`config.mk`:
```
export PLATFORM = sky130hd
export DESIGN_NAME = adc_2lane_deser
export DESIGN_NICKNAME = d
export VERILOG_FILES = /design/src/rtl/adc_2lane_deser.sv
export SDC_FILE = /design/constraint.sdc
export NUM_CORES = 1
export LEC_CHECK = 0
export CAP_MARGIN = 5
export CORE_ASPECT_RATIO = 0.5
export CORE_UTILIZATION = 28
export DETAILED_ROUTE_END_ITERATION = 10
export HOLD_SLACK_MARGIN = 0.08
export PLACE_DENSITY = 0.53
export SKIP_CTS_REPAIR_TIMING = 1
export SYNTH_ARGS = -nofsm -noshare
export SYNTH_HDL_FRONTEND = slang
export SYNTH_SLANG_ARGS = --single-unit
```
`constraint.sdc`:
```
create_clock -name clk_i -period 3.26 [get_ports clk_i]
set_input_delay 0.815 -clock clk_i [delete_from_list [all_inputs] [get_ports clk_i]]
set_output_delay 0.815 -clock clk_i [all_outputs]
set_load 0.03 [all_outputs]
```
`src/rtl/adc_2lane_deser.sv`:
```
// Receive-side deframer for a 2-lane bitwise serial ADC link: frame search with 1-bit slip,
// lock qualification, and 16-bit word rebuild from the two data lanes.
module adc_2lane_deser #(
  parameter int         DW  = 14,
  parameter int         LCK = 4,
  parameter int         UNL = 2,
  parameter logic [7:0] FRM = 8'hF0
) (
  input  logic          clk_i,
  input  logic          rstn_i,
  input  logic          en_i,
  input  logic [1:0]    frm_i,
  input  logic [1:0]    ln1_i,
  input  logic [1:0]    ln0_i,
  output logic [DW-1:0] dat_o,
  output logic          dat_vld_o,
  output logic          lock_o,
  output logic          slip_o,
  output logic [15:0]   err_cnt_o
);

  // state    | meaning
  // SEARCH   | hunting for the frame pattern at bit offset 0 or 1, every clk
  // CHECK    | frame found, confirming LCK consecutive good frames
  // LOCKED   | emitting samples, UNL consecutive bad frames drop lock
  localparam logic [1:0] S_SEARCH = 2'd0;
  localparam logic [1:0] S_CHECK  = 2'd1;
  localparam logic [1:0] S_LOCKED = 2'd2;

  localparam logic [7:0] LCK_C = 8'(LCK);
  localparam logic [7:0] UNL_C = 8'(UNL);

  logic [9:0]    frm_h_q, ln1_h_q, ln0_h_q;
  logic [9:0]    frm_h_d, ln1_h_d, ln0_h_d;
  logic [1:0]    state_q, state_d;
  logic [1:0]    phase_q, phase_d;
  logic          off_q, off_d;
  logic [7:0]    good_q, good_d;
  logic [7:0]    miss_q, miss_d;
  logic [DW-1:0] dat_q, dat_d;
  logic          vld_q, vld_d;
  logic          lock_q, lock_d;
  logic          slip_q, slip_d;
  logic [15:0]   err_q, err_d;

  logic          m0, m1, frm_ok;
  logic [7:0]    frm_win, l1_win, l0_win;
  logic [15:0]   word;
  logic          unused_hist;

  // Frames are tested on the history including this clk's pair, so a sample
  // is reported on the edge that captures its last bit pair.
  always_comb begin
    frm_h_d = {frm_h_q[7:0], frm_i};
    ln1_h_d = {ln1_h_q[7:0], ln1_i};
    ln0_h_d = {ln0_h_q[7:0], ln0_i};
    m0      = (frm_h_d[7:0] == FRM);
    m1      = (frm_h_d[8:1] == FRM);
    frm_win = off_q ? frm_h_d[8:1] : frm_h_d[7:0];
    l1_win  = off_q ? ln1_h_d[8:1] : ln1_h_d[7:0];
    l0_win  = off_q ? ln0_h_d[8:1] : ln0_h_d[7:0];
    frm_ok  = (frm_win == FRM);
    word    = '0;
    for (int k = 0; k < 8; k++) begin
      word[15-2*k] = l1_win[7-k];
      word[14-2*k] = l0_win[7-k];
    end
  end

  assign unused_hist = ^{frm_h_q[9:8], ln1_h_q[9:8], ln0_h_q[9:8]};

  always_comb begin
    state_d = state_q;
    phase_d = phase_q;
    off_d   = off_q;
    good_d  = good_q;
    miss_d  = miss_q;
    dat_d   = dat_q;
    vld_d   = 1'b0;
    err_d   = err_q;
    if (!en_i) begin
      state_d = S_SEARCH;
      good_d  = '0;
      miss_d  = '0;
    end else begin
      case (state_q)
        S_SEARCH: begin
          if (m0 || m1) begin
            off_d   = !m0;
            phase_d = 2'd0;
            good_d  = 8'd1;
            miss_d  = '0;
            state_d = (LCK_C == 8'd1) ? S_LOCKED : S_CHECK;
          end
        end
        S_CHECK: begin
          phase_d = phase_q + 2'd1;
          if (phase_q == 2'd3) begin
            if (frm_ok) begin
              good_d = good_q + 8'd1;
              if (good_d >= LCK_C) state_d = S_LOCKED;
            end else begin
              state_d = S_SEARCH;
            end
          end
        end
        S_LOCKED: begin
          phase_d = phase_q + 2'd1;
          if (phase_q == 2'd3) begin
            if (frm_ok) begin
              vld_d  = 1'b1;
              dat_d  = word[15 -: DW];
              miss_d = '0;
            end else begin
              miss_d = miss_q + 8'd1;
              if (err_q != 16'hFFFF) err_d = err_q + 16'd1;
              if (miss_d >= UNL_C) state_d = S_SEARCH;
            end
          end
        end
        default: state_d = S_SEARCH;
      endcase
    end
    lock_d = (state_d == S_LOCKED);
    slip_d = off_d;
  end

  always_ff @(posedge clk_i or negedge rstn_i) begin
    if (!rstn_i) begin
      frm_h_q <= '0;
      ln1_h_q <= '0;
      ln0_h_q <= '0;
      state_q <= S_SEARCH;
      phase_q <= '0;
      off_q   <= 1'b0;
      good_q  <= '0;
      miss_q  <= '0;
      dat_q   <= '0;
      vld_q   <= 1'b0;
      lock_q  <= 1'b0;
      slip_q  <= 1'b0;
      err_q   <= '0;
    end else begin
      frm_h_q <= frm_h_d;
      ln1_h_q <= ln1_h_d;
      ln0_h_q <= ln0_h_d;
      state_q <= state_d;
      phase_q <= phase_d;
      off_q   <= off_d;
      good_q  <= good_d;
      miss_q  <= miss_d;
      dat_q   <= dat_d;
      vld_q   <= vld_d;
      lock_q  <= lock_d;
      slip_q  <= slip_d;
      err_q   <= err_d;
    end
  end

  assign dat_o     = dat_q;
  assign dat_vld_o = vld_q;
  assign lock_o    = lock_q;
  assign slip_o    = slip_q;
  assign err_cnt_o = err_q;

endmodule

```
==> metrics.md <==
| Metric | Value |
|---|---|
| Run status | `finished with violations` |
| Failing checks | `design-rule violations` |
| Final worst path period share | `between 80% and 90%` |
| Fin. Hold Viols | `0` |
| CP endpoint kind | `flop` |
| Post-route setup TNS | `0 ns` |
| Fill cells | `between 1k and 1.5k` |
| Worst-path clk slew | `around 0.060 ns` |
| Post-route ant nets | `0` |
| Starting Density | `between 20 and 30%` |
| Nets | `between 300 and 400` |
| VDD IR max | `0.210 mV` |
| Number of synthesized flops with an enable pin | `0` |
| Core region area | `0.0118 mm^2` |
| Layout cell share with drive strength beyond 1 | `9.04%` |
| Synth Flop Type | `dfrtp_1` |
| Global-route wire length before repair | `approximately 12000 um` |
| Area occupied by multi-input gates | `between 0.001 and 0.0015 mm^2` |
| Die area | `between 0.01 and 0.015 mm^2` |
| Skew-Pair Late Insertion Delay | `~0.34 ns` |
| Rows | `28` |
| Sequential share of the synthesized area | `between 50% and 60%` |
| H-tree depth | `3` |
| # diodes | `0` |
| Post-synthesis instance area | `between 0.003 and 0.004 mm^2` |
| Sequential cell area | `0.00185 mm^2` |
| Synth Register Bits | `74` |
| Synth Net Count | `between 300 and 400` |
| FMAX | `roughly 380 MHz` |
| Critical path arrival | `between 2 and 3 ns` |
| Clk sinks | `74` |
| Final GP Congestion | `about 0.77` |
| Most common cell after layout, fill and taps aside | `dfrtp_1` |
| Synthesis-to-layout area growth | `26.7%` |
| Yosys cell types | `45` |
| Total number of vias | `about 2.5k` |
| CP max FO | `8` |
| Number of global-route vias before repair | `2364` |
| GR Util All Layers | `around an eighth` |
| Largest net degree at the start of global routing | `75` |
| # DRC | `1` |
| DP Worst Slack | `~0.27 ns` |
| Synth warn | `0` |
| TritonCTS buffer count | `9` |
| Final Max Tran Viols | `0` |
| DR pass1 iterations | `7` |
| Per-cell routed wire length | `12.5 um` |
| Final min period | `~2.6 ns` |
| Hold/Removal Path Class | `flop to flop` |
| IO Count | `between 40 and 50` |
| Average cell area after synthesis | `approximately 10 um^2` |
| PortBufs | `41` |
| Ys async rst share | `100%` |
| Max-slew headroom | `roughly two fifths` |
| Setup CP Type | `input port to flop` |
| Final worst slack | `~0.62 ns` |
| Max clock buf depth | `2` |
| Leading cell types in the layout, fill and taps excluded | `74 x dfrtp_1, 40 x nor2_1, 40 x clkdlybuf4s50_1` |
| Critical Path RT | `around 3.5 ns` |
| Clk_skew | `between 0.009 and 0.01 ns` |
| CTS tree | `yes` |
| Maxcap violations | `0` |
| Dpl hpwl | `approximately 4600 um` |
| DR iter-0 viols | `about 120` |
| Crit start category | `input port` |
| Final setup fails | `0` |
| Total gr overflow | `0` |
| DR vias/cell | `4.53` |
| Power Density | `approximately 470 mW/mm^2` |
| Root Driver | `clkbuf_16` |
| RSZ-0062 raised after global routing | `false` |
| DIE WIDTH | `158 um` |
| Leakage | `~0.0019 uW` |
| Die Ht | `79.9 um` |
| Initial antenna violation count | `0` |
| Post-synthesis cell count | `between 300 and 400` |
| Worst-Margin Slew | `a little over 0.9 ns` |
| Drt total wl | `approximately 6800 um` |
## flip-flops by register name, indices dropped and copies added, names as in the netlist, 2 cells and up
name,count
frm_h_q,7
ln1_h_q,7
state_q,2
good_q,8
miss_q,8
err_cnt_o,16
dat_o,14
ln0_h_q,7
phase_q,2
## per-layer routing
layer	part of all wire [%]	global-route usage, %
met4	0.89	4.08
met3	3.5	3.96
met2	44	17.9
met5	0	0
met1	52	15.9
## cell usage after synthesis, drive strengths merged (2+ instances only)
| cell | count | share of area (%) |
|---|---|---|
| a211oi | 2 | 0.74 |
| and3 | 6 | 1.1 |
| nor2 | 41 | 4.5 |
| ha | 9 | 3.3 |
| a311oi | 2 | 0.52 |
| nor3 | 3 | 0.44 |
| a31oi | 2 | 0.37 |
| clkbuf | 2 | 0.22 |
| or2 | 2 | 0.37 |
| o21ai | 24 | 3.5 |
| nand4 | 4 | 0.74 |
| o31ai | 8 | 1.8 |
| nand2b | 4 | 0.74 |
| or3 | 2 | 0.37 |
| o211ai | 3 | 0.96 |
| and4 | 3 | 0.77 |
| nor2b | 3 | 0.55 |
| dfrtp | 74 | 55 |
| nand3 | 11 | 1.6 |
| or3b | 3 | 0.85 |
| mux2 | 2 | 0.66 |
| xnor2 | 7 | 1.8 |
| buf | 7 | 1.4 |
| inv | 12 | 1.3 |
| xor2 | 10 | 2.6 |
| nand2 | 27 | 3.0 |
| and2 | 6 | 1.1 |
| a21oi | 20 | 2.9 |
| mux2i | 15 | 4.4 |
## final timing paths
kind                                             endpoint  cells past startpoint            startpoint  slack [ns]
worst max-delay path                miss_q[7]$_DFFE_PN0P_                      7              frm_i[1]        0.62
worst min-delay path                 frm_h_q[3]$_DFF_PN0_                      0  frm_h_q[1]$_DFF_PN0_        0.37
worst max register to register  err_cnt_o[15]$_DFFE_PN0P_                      8  state_q[0]$_DFF_PN0_        1.11
worst min register to register       frm_h_q[3]$_DFF_PN0_                      0  frm_h_q[1]$_DFF_PN0_        0.37
max in group asynchronous            frm_h_q[6]$_DFF_PN0_                      1                rstn_i        2.04
min in group asynchronous           good_q[4]$_DFFE_PN0P_                      1                rstn_i        0.62
## worst max-delay path, stage by stage
cell and delay [ns]:
clkdlybuf4s50_1 0.44, or4b_4 0.58, a211oi_2 0.24, nand2b_1 0.21, a21oi_1 0.22, o21ai_0 0.23
o31ai_1 0.09
## cells by family after synthesis
| family | share of synthesized area [%] |
|---|---|
| xor+xnor | 4.38 |
| fa+ha+maj | 3.31 |
| buf+inv | 2.98 |
| flops | 54.5 |
| mux | 5.08 |
| simple gates | 17.0 |
| compound gates | 12.7 |
## through the flow
step           cells  area [um^2]  power [uW]  hold WS (ns)  utilization (%)
4_1_cts          541         4300        2050         0.376             36.5
3_3_place_gp     525         4000        1040         0.362             33.9
6_report         541         4300        2030         0.375             36.5
2_1_floorplan    324         3400         999         0.346                -
5_1_grt          541         4300        2100         0.380             36.5
3_5_place_dp     525         4000        1040         0.359             33.9
## report_power, final
part	internal [uW]	switching (uW)	leakage (uW)
Sequential	933	9.75	0.000980
Clock	614	391	0.000149
Combinational	30.0	47.3	0.000742
Total	1580	448	0.00187
## area by class of cell
class,count,area share (%)
Multi-Input combinational cell,229,33.6
Timing Repair Buffer,45,10.5
Inverter,12,1.05
Clock inverter,6,1.51
Sequential cell,74,43.0
Tap cell,165,4.80
Clock buffer,10,5.55
Note: power is estimated with default switching activity, not from simulation.
